--- config.mk ---
export PLATFORM = sky130hd
export DESIGN_NAME = uart_rx
export DESIGN_NICKNAME = d
export VERILOG_FILES = /design/src/rtl/uart_rx.sv
export SDC_FILE = /design/constraint.sdc
export NUM_CORES = 1
export LEC_CHECK = 0
export ABC_AREA = 1
export CORE_MARGIN = 3
export CORE_UTILIZATION = 50
export DETAILED_ROUTE_END_ITERATION = 7
export GPL_TIMING_DRIVEN = 0
export MAX_ROUTING_LAYER = met4
export PLACE_DENSITY = 0.82
export SYNTH_ARGS = -nofsm -noshare
export SYNTH_HDL_FRONTEND = slang
export SYNTH_SLANG_ARGS = --single-unit
--- constraint.sdc ---
create_clock -name clk -period 1.9 [get_ports clk]
set_input_delay 0.19 -clock clk [delete_from_list [all_inputs] [get_ports clk]]
set_output_delay 0.19 -clock clk [all_outputs]
set_load 0.1 [all_outputs]
--- src/rtl/uart_rx.sv ---
// 8N1 serial receiver: two-flop line synchroniser, mid-bit sampling, framing check,
// and a single-entry valid/ready holding register with overrun and frame-error pulses.
module uart_rx #(
  parameter int CLKS_PER_BIT = 16,
  parameter int CNT_W        = 16
) (
  input  logic       clk,
  input  logic       rst_n,
  input  logic       rx,
  output logic [7:0] data_out,
  output logic       data_valid,
  input  logic       data_ready,
  output logic       frame_err,
  output logic       overrun
);

  typedef enum logic [2:0] {
    S_IDLE  = 3'd0,
    S_START = 3'd1,
    S_DATA  = 3'd2,
    S_STOP  = 3'd3,
    S_WAIT  = 3'd4
  } state_e;

  localparam logic [CNT_W-1:0] HALF_M1 = CNT_W'(CLKS_PER_BIT / 2 - 1);
  localparam logic [CNT_W-1:0] FULL_M1 = CNT_W'(CLKS_PER_BIT - 1);

  state_e           state_q, state_d;
  logic [CNT_W-1:0] cnt_q, cnt_d;
  logic [2:0]       bit_q, bit_d;
  logic [7:0]       shift_q, shift_d;
  logic [7:0]       data_q, data_d;
  logic             valid_q, valid_d;
  logic             ferr_q, ferr_d;
  logic             ovr_q, ovr_d;
  logic [1:0]       sync_q;

  logic rx_s;
  logic half_hit_s;
  logic full_hit_s;
  logic stop_smp_s;
  logic drain_s;

  assign rx_s       = sync_q[1];
  assign half_hit_s = (cnt_q == HALF_M1);
  assign full_hit_s = (cnt_q == FULL_M1);
  assign stop_smp_s = (state_q == S_STOP) && full_hit_s;
  assign drain_s    = valid_q && data_ready;

  // State register plus all datapath registers; synchroniser resets to the idle-high level.
  always_ff @(posedge clk) begin
    if (!rst_n) begin
      sync_q  <= 2'b11;
      state_q <= S_IDLE;
      cnt_q   <= '0;
      bit_q   <= 3'd0;
      shift_q <= 8'h00;
      data_q  <= 8'h00;
      valid_q <= 1'b0;
      ferr_q  <= 1'b0;
      ovr_q   <= 1'b0;
    end else begin
      sync_q  <= {sync_q[0], rx};
      state_q <= state_d;
      cnt_q   <= cnt_d;
      bit_q   <= bit_d;
      shift_q <= shift_d;
      data_q  <= data_d;
      valid_q <= valid_d;
      ferr_q  <= ferr_d;
      ovr_q   <= ovr_d;
    end
  end

  // Next-state logic; the counter is cleared on every transition and every sample.
  always_comb begin
    state_d = state_q;
    cnt_d   = cnt_q;
    bit_d   = bit_q;
    case (state_q)
      S_IDLE: begin
        cnt_d = '0;
        if (!rx_s) begin
          state_d = S_START;
        end else begin
          state_d = S_IDLE;
        end
      end
      S_START: begin
        if (half_hit_s) begin
          cnt_d = '0;
          if (!rx_s) begin
            state_d = S_DATA;
            bit_d   = 3'd0;
          end else begin
            state_d = S_IDLE;
          end
        end else begin
          cnt_d = cnt_q + CNT_W'(1);
        end
      end
      S_DATA: begin
        if (full_hit_s) begin
          cnt_d = '0;
          bit_d = bit_q + 3'd1;
          if (bit_q == 3'd7) begin
            state_d = S_STOP;
          end else begin
            state_d = S_DATA;
          end
        end else begin
          cnt_d = cnt_q + CNT_W'(1);
        end
      end
      S_STOP: begin
        if (full_hit_s) begin
          cnt_d = '0;
          if (rx_s) begin
            state_d = S_IDLE;
          end else begin
            state_d = S_WAIT;
          end
        end else begin
          cnt_d = cnt_q + CNT_W'(1);
        end
      end
      S_WAIT: begin
        cnt_d = '0;
        if (rx_s) begin
          state_d = S_IDLE;
        end else begin
          state_d = S_WAIT;
        end
      end
      default: begin
        state_d = S_IDLE;
        cnt_d   = '0;
        bit_d   = 3'd0;
      end
    endcase
  end

  // Datapath and output next values: shifting, holding-register load/drain, pulses.
  always_comb begin
    shift_d = shift_q;
    data_d  = data_q;
    valid_d = valid_q && !data_ready;
    ferr_d  = 1'b0;
    ovr_d   = 1'b0;
    if ((state_q == S_DATA) && full_hit_s) begin
      shift_d = {rx_s, shift_q[7:1]};
    end else begin
      shift_d = shift_q;
    end
    if (stop_smp_s && rx_s) begin
      if (!valid_q || drain_s) begin
        data_d  = shift_q;
        valid_d = 1'b1;
      end else begin
        ovr_d = 1'b1;
      end
    end else if (stop_smp_s) begin
      ferr_d = 1'b1;
    end else begin
      ferr_d = 1'b0;
    end
  end

  assign data_out   = data_q;
  assign data_valid = valid_q;
  assign frame_err  = ferr_q;
  assign overrun    = ovr_q;

endmodule
==> results of run 1 <==
-- synthesized netlist by cell type --
master,n
nor2_1,53
nand2_1,46
dfxtp_1,43
inv_1,27
a21oi_1,17
o21ai_0,11
nor3_1,9
nand3_1,6
xor2_1,6
nand4_1,4
ha_1,3
nor2_4,3
xnor2_1,3
buf_6,2
nand3_2,2
or2_2,2
and3_1,1
buf_1,1
buf_2,1
clkbuf_1,1
clkinv_1,1
nand2_2,1
nand3_4,1
nand4_4,1
o21ai_1,1
-- repair_timing --
item | 4_1_cts | 5_1_grt
gates resized for setup | 11 | 0
endpoints found under the setup margin | 11 | 0
buffers inserted | 0 | 0
-- power by group --
group	switching, mW	total [mW]	internal [mW]
registers	0.00599	0.915	0.909
clock network	0.316	0.571	0.255
logic	0.0646	0.0979	0.0333
-- state kept, by name (all words and copies together), names as in the netlist --
| signal | flops |
|---|---|
| overrun | 1 |
| data_valid | 1 |
| state_q | 3 |
| data_out | 8 |
| bit_q | 3 |
| frame_err | 1 |
| sync_q | 2 |
| cnt_q | 16 |
| shift_q | 8 |
-- worst max-delay path, stage by stage, from the launching register on --
cell	delay [ps]
dfxtp_1	350
ha_1	260
nand3_2	140
nor2_4	200
nand4_4	140
nor2_4	190
buf_6	160
nand2_1	50
nand2_1	50
nor2_1	40
-- metal layers --
metal / vias to the layer above / GRT usage, % / wire [um]
li1: 811 / - / -
met4: 0 / 7.595 / 68
met1: 685 / 22.30 / 1579
met3: 6 / 5.565 / 138
met5: - / - / 0
met2: 27 / 25.12 / 1417
-- cell families after synthesis --
kind of cell / count (synthesis) / synth area share [%]
flops: 43 / 46.49
buf+inv: 33 / 7.567
xor+xnor: 9 / 4.257
simple gates: 129 / 31.82
compound gates: 29 / 7.837
fa+ha+maj: 3 / 2.027
-- metrics by stage --
stage / utilization (%) / worst slack, ps / power, mW
floorplan: - / 207.1 / 1.010
global placement: 59.54 / 75.57 / 1.031
detailed placement: 59.54 / 44.05 / 1.033
CTS: 61.72 / 203.1 / 1.603
global route: 61.72 / 67.93 / 1.649
finish: 61.72 / 211.9 / 1.584
-- worst max path at each step --
stage	startpoint	end	cells past startpoint
2_1_floorplan	data_valid	data_out[0]	6
3_3_place_gp	rst_n	sync_q[1]	4
3_5_place_dp	rst_n	sync_q[0]	4
4_1_cts	cnt_q[0]	data_out[7]	9
5_1_grt	cnt_q[0]	data_out[6]	9
6_report	cnt_q[0]	data_out[7]	9
-- cell type report --
class                   instances  area [um2]
well taps                      46       57.56
plain buffers                   5       35.03
flip-flops and latches         43       860.8
repair buffers                 14       126.4
fillers                       310        1318
clock buffers                   5       68.82
clock inverters                 3       20.02
multi-input cells             170       850.8
inverters                      28       105.1
==> results.ini, run 1 <==
[min_path]
hold_path_end=sync_q[1]
holdPathStages=1
hold_path_class=reg -> reg
min_from=sync_q[0]

[detailed_routing]
post_drt_wl_per_cell_um=10.20
drtPass1Iterations=4
remaining_drc_errors=0
drt-initial-drc-count=43
vias=1529
wirelength_um=3203
vias_per_cell=4.869
ant_nets=0

[timing]
finalCritPeriodShare_pct=88.85
fmax_ghz=0.5924
fin_setup_tns_ps=0
worstMarginPinSlew_ps=965.8
rsz0062_at_grt=no
finalSetupViolCount=0
layout_min_cycle_time_ps=1688
hold_violations=0
drv_slew=0
relSlewSlack_pct=35.87
fin_hold_ws_ps=417.3
final.setup_skew_ps=4.497

[cts]
clk_pin_slew_worst_paths_ps=80
cts_num_sinks=43
postCtsHoldBufs=0
root_buffer=clkbuf_8
cts_tree=built
cts_buffers=5
clk_latency_ps=300
cts.htree.levels=2
clk_path_buf_depth=2

[setup_path]
arrival_ps=1890
r2r.worst_path.cells=9
r2r-start=cnt_q[0]
cp.required_ps=2100
end_kind=register
start_kind=register
r2r_end=data_out[7]
path_class=reg -> reg
critical_path.max_fanout=10
regToRegSetupSlack_ps=210

[placement]
dpl.hpwl_um=2317
placedCellCount=306
placed_area_um2=2049
gp_congestion=0.8780
numPortBuffers=14

[layout]
postLayoutCellArea_um2=2125
layout-drive-gt1-share_pct=7.836
fin_nets=274
antenna_cells=0
final_cell_mix=53 x nor2_1, 46 x nand2_1, 43 x dfxtp_1
area_growth_pct=14.73
mostFrequentLayoutCell=nor2_1
final_cells=314

[synthesis]
synthTopCellsByArea=dfxtp_1 46%, nor2_1 11%, nand2_1 9.3%
yosysTopAreaCell=dfxtp_1
netlist_area_um2=1852
ys_seq_area_share_pct=46.49
syn_nets=253
netlist_instances=246
ys_warn_count=0
synthDistinctLibCells=25
synth_top_area_share_pct=46.49
ys_seq_elements=43
synth.avg_cell_area_um2=7.528

[power]
ir_drop_mv=0.7160
power_density_nw_per_um2=745.5
cellLeakagePower_nw=0.8609

[run]
max-cap-violations=0

[global_routing]
grt_pass1_vias=1345
grt_max_degree=15
grt_first_pass_wirelength_um=5747
antenna_found_initial=0
track_usage_pct=17.43
grt_overflow=0

[floorplanning]
core_area_um2=3442
initial_core_util_pct=53.80
die_h_um=66.86
io_pins=15
row_count=21
die_w_um=66.86
dieArea_um2=4470

[outcome]
outcome=finished clean

(Power assumes the default switching activity.)
==> run 2, diff against run 1 <==
--- a/config.mk
+++ b/config.mk
@@ -6,8 +6,10 @@
 export NUM_CORES = 1
 export LEC_CHECK = 0
 export ABC_AREA = 1
+export CORE_ASPECT_RATIO = 0.7
 export CORE_MARGIN = 3
 export CORE_UTILIZATION = 50
+export CTS_CLUSTER_SIZE = 24
 export DETAILED_ROUTE_END_ITERATION = 7
 export GPL_TIMING_DRIVEN = 0
 export MAX_ROUTING_LAYER = met4
==> results.ini, run 2 (synthesis gave the netlist of run 1 again) <==
[detailed_routing]
vias_per_cell=4.806  ; -1.3%
drtPass1Iterations=4  ; unchanged
post_drt_wl_per_cell_um=10.62  ; +4.1%
remaining_drc_errors=0  ; unchanged
ant_nets=0  ; unchanged
vias=1514  ; -0.98%
wirelength_um=3344  ; +4.4%
drt-initial-drc-count=109  ; +150%

[floorplanning]
core_area_um2=3339  ; -3.0%
dieArea_um2=4481  ; +0.26%
die_w_um=78.74  ; +18%
row_count=17  ; -19%
initial_core_util_pct=55.45  ; +1.7 points
io_pins=15  ; unchanged
die_h_um=56.92  ; -15%

[setup_path]
start_kind=register
path_delay_family=simple AND/OR/NAND/NOR gates
regToRegSetupSlack_ps=180  ; -30 ps
critical_path.max_fanout=10  ; unchanged
cp-endpoint=data_out[7]
end_kind=register
critPathBufInv=1  ; unchanged
path_cells=ha_1 > nand3_2 > nor2_4 > nand4_4 > nor2_4 > buf_6 > nand2_1 > nand2_1 > nor2_1
critPathLaunch=cnt_q[0]
path_class=reg -> reg
arrival_ps=1910  ; +20 ps
critPathMaxStageDelay_ps=350  ; about the same
r2r.worst_path.cells=9  ; unchanged
slowest_stage=dfxtp_1
r2r_end=data_out[7]
r2r-start=cnt_q[0]
cp.depth=9  ; unchanged
cp.required_ps=2090  ; about the same

[placement]
dpl.hpwl_um=2423  ; +4.6%
preCtsSetupSlack_ps=42.13  ; -1.919 ps
placedCellCount=307  ; +0.33%
numPortBuffers=14  ; unchanged
gp_congestion=0.8070  ; -8.1%

[power]
power_density_nw_per_um2=847.2  ; +14%
cellLeakagePower_nw=0.8861  ; +2.9%
combPwrFrac_pct=5.4  ; -0.8 points
ir_drop_mv=0.7583  ; +5.9%
clkPwrFrac_pct=44.8  ; +8.7 points
internal_power_mw=1.467  ; +23%
seqPwrFrac_pct=49.8  ; -7.9 points
sw_frac_of_total_pct=20.18  ; -4.2 points
switching_power_mw=0.3708  ; -4.0%

[timing]
layout_min_cycle_time_ps=1720  ; +31.55 ps
finalSetupViolCount=0  ; unchanged
worstMarginPinSlew_ps=957.6  ; -8.165 ps
fin_setup_tns_ps=0  ; unchanged
fmax_ghz=0.5815  ; -1.8%
relSlewSlack_pct=36.41  ; +0.54 points
drv_slew=0  ; unchanged
rsz0062_at_grt=no
hold_violations=0  ; unchanged
finalCritPeriodShare_pct=90.51  ; +1.7 points
final.setup_skew_ps=9.231  ; +4.734 ps
setup_ws_ps=180.4  ; -31.55 ps

[layout]
layout-drive-gt1-share_pct=7.463  ; -0.37 points
area_growth_pct=17.16
fin_nets=274  ; unchanged
final_cells=315  ; +0.32%
largest_reg_flops=16  ; unchanged
antenna_cells=0  ; unchanged
largest_register=cnt_q
mostFrequentLayoutCell=nor2_1
final_cell_mix=53 x nor2_1, 46 x nand2_1, 43 x dfxtp_1
nFillCells=297  ; -4.2%

[min_path]
hold_path_class=reg -> reg

[global_routing]
track_usage_pct=18.10  ; +0.67 points
grt_pass1_vias=1405  ; +4.5%
grt_max_degree=14  ; -1
antenna_found_initial=0  ; unchanged
grt_overflow=0  ; unchanged
grt_first_pass_wirelength_um=6182  ; +7.6%

[cts]
cts_buffers=5  ; unchanged
clk_latency_ps=300  ; about the same
cts.htree.levels=2  ; unchanged
cts_tree=built
cts_num_sinks=43  ; unchanged
clk_pin_slew_worst_paths_ps=70  ; about the same
clk_path_buf_depth=2  ; unchanged
root_buffer=clkbuf_8

[run]
max-cap-violations=0  ; unchanged

[outcome]
outcome=finished clean

-- run 2: repair_timing --
action / 4_1_cts / 5_1_grt
endpoints found under the setup margin: 11 / 0
hold buffers: 0 / 0
buffers inserted: 0 / 0
resized for setup: 11 / 0
-- run 2: how the worst min path moves through the flow --
stage	startpoint	endpoint	slack (ps)	depth (start not counted)
finish	sync_q[0]	sync_q[1]	410	1
global route	sync_q[0]	sync_q[1]	420	1
CTS	sync_q[0]	sync_q[1]	420	1
detailed placement	sync_q[0]	sync_q[1]	400	1
global placement	sync_q[0]	sync_q[1]	400	1
floorplan	rx	sync_q[0]	300	1
-- run 2: per-stage QoR --
stage	utilization, %	hold WS, ps	power (mW)	cell area, um2
floorplan	-	296.6	1.010	1852
global placement	61.41	395.5	1.033	2051
detailed placement	61.41	401.5	1.035	2051
CTS	64.97	418.6	1.855	2170
global route	64.97	421.3	1.912	2170
finish	64.97	414.7	1.838	2170
-- run 2: final cells by class --
class | count | area, um2 | share of cell area (%)
clock buffer | 6 | 72.57 | 3.345
tap | 47 | 58.81 | 2.710
buffer | 5 | 35.03 | 1.615
clock inverter | 2 | 60.06 | 2.768
timing repair buffer | 14 | 126.4 | 5.825
sequential | 43 | 860.8 | 39.68
inverter | 28 | 105.1 | 4.844
multi-input combinational | 170 | 850.8 | 39.22
-- run 2: metal layers --
metal,global-route usage (%),share of wire [%],up-vias
li1,-,-,816
met1,23.82,53,652
met2,26.12,40,40
met3,6.410,5.8,6
met4,5.237,0.87,0
met5,-,0,-
-- run 2: power by group through the flow --
stage	Clock, mW	Combinational, mW	Sequential (mW)
after floorplan	0	0.0749	0.935
after global placement	0	0.0963	0.936
after detailed placement	0	0.0981	0.937
after CTS	0.840	0.0993	0.916
after global routing	0.881	0.113	0.918
final	0.823	0.0994	0.916
==> run 3, diff against run 2 <==
--- a/config.mk
+++ b/config.mk
@@ -13,7 +13,7 @@
 export DETAILED_ROUTE_END_ITERATION = 7
 export GPL_TIMING_DRIVEN = 0
 export MAX_ROUTING_LAYER = met4
-export PLACE_DENSITY = 0.82
+export PLACE_DENSITY = 0.85
 export SYNTH_ARGS = -nofsm -noshare
 export SYNTH_HDL_FRONTEND = slang
 export SYNTH_SLANG_ARGS = --single-unit
==> constraint.sdc (replaced) <==
create_clock -name clk -period 1.5 [get_ports clk]
set_input_delay 0.15 -clock clk [delete_from_list [all_inputs] [get_ports clk]]
set_output_delay 0.15 -clock clk [all_outputs]
set_load 0.1 [all_outputs]
==> results.ini, run 3 (synthesis gave the netlist of run 1 again) <==
[setup_path]
end_kind=register
critical_path.max_fanout=5  ; -5
cp.required_ps=1690  ; -400 ps
arrival_ps=1760  ; -150 ps
path_class=reg -> reg
start_kind=register

[detailed_routing]
post_drt_wl_per_cell_um=12.85  ; +21%
drtPass1Iterations=4  ; unchanged
wirelength_um=4214  ; +26%
drt-initial-drc-count=92  ; -16%
remaining_drc_errors=0  ; unchanged
vias=1653  ; +9.2%
ant_nets=0  ; unchanged
vias_per_cell=5.040  ; +4.9%

[timing]
relSlewSlack_pct=62.29  ; +26 points
final.setup_skew_ps=10.79  ; +1.559 ps
finalCritPeriodShare_pct=104.3  ; +14 points
worstMarginPinSlew_ps=568.3  ; -389.3 ps
fin_hold_ws_ps=412.3  ; -2.470 ps
rsz0062_at_grt=yes
drv_slew=0  ; unchanged
finalSetupViolCount=24  ; +24
layout_min_cycle_time_ps=1565  ; -154.8 ps
hold_violations=0  ; unchanged
setup_ws_ps=-64.87  ; -245.2 ps
fmax_ghz=0.6390  ; +9.9%

[floorplanning]
row_count=17  ; unchanged
io_pins=15  ; unchanged
die_h_um=56.92  ; unchanged
initial_core_util_pct=55.45  ; unchanged
dieArea_um2=4481  ; unchanged
die_w_um=78.74  ; unchanged
core_area_um2=3339  ; unchanged

[power]
switching_power_mw=0.5147  ; +39%
ir_drop_mv=0.8025  ; +5.8%
combPwrFrac_pct=7.0  ; +1.6 points
sw_frac_of_total_pct=24.06  ; +3.9 points
seqPwrFrac_pct=54.3  ; +4.5 points
power.total_mw=2.139  ; +16%
clkPwrFrac_pct=38.7  ; -6.1 points
power_density_nw_per_um2=891.4  ; +5.2%
cellLeakagePower_nw=0.9040  ; +2.0%
internal_power_mw=1.624  ; +11%

[global_routing]
met3_usage_pct=4.968  ; -1.4 points
track_usage_pct=19.87  ; +1.8 points
antenna_found_initial=0  ; unchanged
grt_pass1_vias=1478  ; +5.2%
grt_first_pass_wirelength_um=6755  ; +9.3%
busiest_layer=met2
use_met2_pct=28.30  ; +2.2 points
grt_overflow=0  ; unchanged
grt_max_degree=14  ; unchanged
grt_util_met1_pct=26.75  ; +2.9 points

[outcome]
violations=setup timing
outcome=finished with violations

[layout]
largest_register=cnt_q
fin_util_pct=71.86  ; +6.9 points
fin_nets=287  ; +4.7%
area_growth_pct=29.59
antenna_cells=0  ; unchanged
mostFrequentLayoutCell=nor2_1
postLayoutCellArea_um2=2400  ; +11%
nFillCells=267  ; -10%
final_cell_mix=45 x nor2_1, 39 x dfxtp_1, 33 x nand2_1
layout-drive-gt1-share_pct=27.05  ; +20 points
final_cells=328  ; +4.1%
largest_reg_flops=16  ; unchanged

[cts]
cts_buffers=5  ; unchanged
cts_tree=built
cts.htree.levels=2  ; unchanged
clk_latency_ps=300  ; about the same
root_buffer=clkbuf_8
clk_path_buf_depth=2  ; unchanged
cts_num_sinks=43  ; unchanged
postCtsHoldBufs=0  ; unchanged
clk_pin_slew_worst_paths_ps=80  ; about the same

[min_path]
hold_path_class=in -> reg

[placement]
placed_area_um2=2054  ; +0.18%
dpl.hpwl_um=2564  ; +5.8%
placedCellCount=307  ; unchanged
gp_congestion=0.9026  ; +12%
numPortBuffers=14  ; unchanged

[run]
max-cap-violations=0  ; unchanged

-- run 3: changes by cell type in the layout (fill, tap and decap cells not counted), sizes merged --
cell / previous run / this run
clkdlybuf4s15: 0 / 11
clkbuf: 7 / 9
buf: 4 / 16
bufinv: 2 / 0
dlygate4sd2: 11 / 0
clkinvlp: 0 / 1
-- run 3: stage by stage --
| stage | setup WS [ps] | setup TNS [ps] |
|---|---|---|
| 6_report | -64.87 | -953.4 |
| 5_1_grt | -125.9 | -2265 |
| 4_1_cts | 1.152 | 0 |
| 3_5_place_dp | -316.2 | -6043 |
| 3_3_place_gp | -305.4 | -5446 |
| 2_1_floorplan | 16.74 | 0 |
-- run 3: worst paths after layout --
path                            slack [ps]  startpoint  depth (start not counted)   endpoint
worst min register to register         430   sync_q[0]                          1  sync_q[1]
worst max-delay path                   -60    cnt_q[0]                          9  cnt_q[10]
worst max register to register         -60    cnt_q[0]                          9  cnt_q[10]
worst min-delay path                   410          rx                          2  sync_q[0]
-- run 3: area by class of cell --
cell class / instances / area [um2] / share of cell area [%]
well taps: 47 / 58.81 / 2.450
flip-flops and latches: 43 / 865.8 / 36.08
multi-input cells: 170 / 954.7 / 39.78
inverters: 28 / 106.4 / 4.432
clock inverters: 1 / 7.507 / 0.3128
clock buffers: 7 / 96.34 / 4.015
plain buffers: 5 / 42.54 / 1.773
repair buffers: 27 / 267.8 / 11.16
-- run 3: critical path, stage by stage (launching register included) --
cell,delay [ps]
dfxtp_2,360
ha_4,170
nand3_4,100
nor2_4,220
nand2_2,100
nand2_2,110
nand2_2,80
nand3_4,110
buf_6,150
nor2_1,40
-- run 3: power groups by stage --
stage               Combinational, mW  Sequential (mW)  Clock (mW)
floorplan                      0.0949             1.18           0
global placement                0.121             1.19           0
detailed placement              0.124             1.19           0
CTS                             0.135             1.16       0.837
global route                    0.163             1.16       0.888
finish                          0.150             1.16       0.828
-- run 3: timing repair --
| action | CTS | global route |
|---|---|---|
| endpoints found under the setup margin | 48 | 29 |
| gates resized for setup | 47 | 31 |
| pin swaps | 5 | 11 |
| cloned | 2 | 1 |
| buffers inserted | 7 | 3 |
-- run 3: layer usage --
metal / part of all wire, % / vias up
li1: - / 841
met1: 49 / 767
met2: 45 / 36
met3: 4.3 / 9
met4: 1.8 / 0
met5: 0 / -
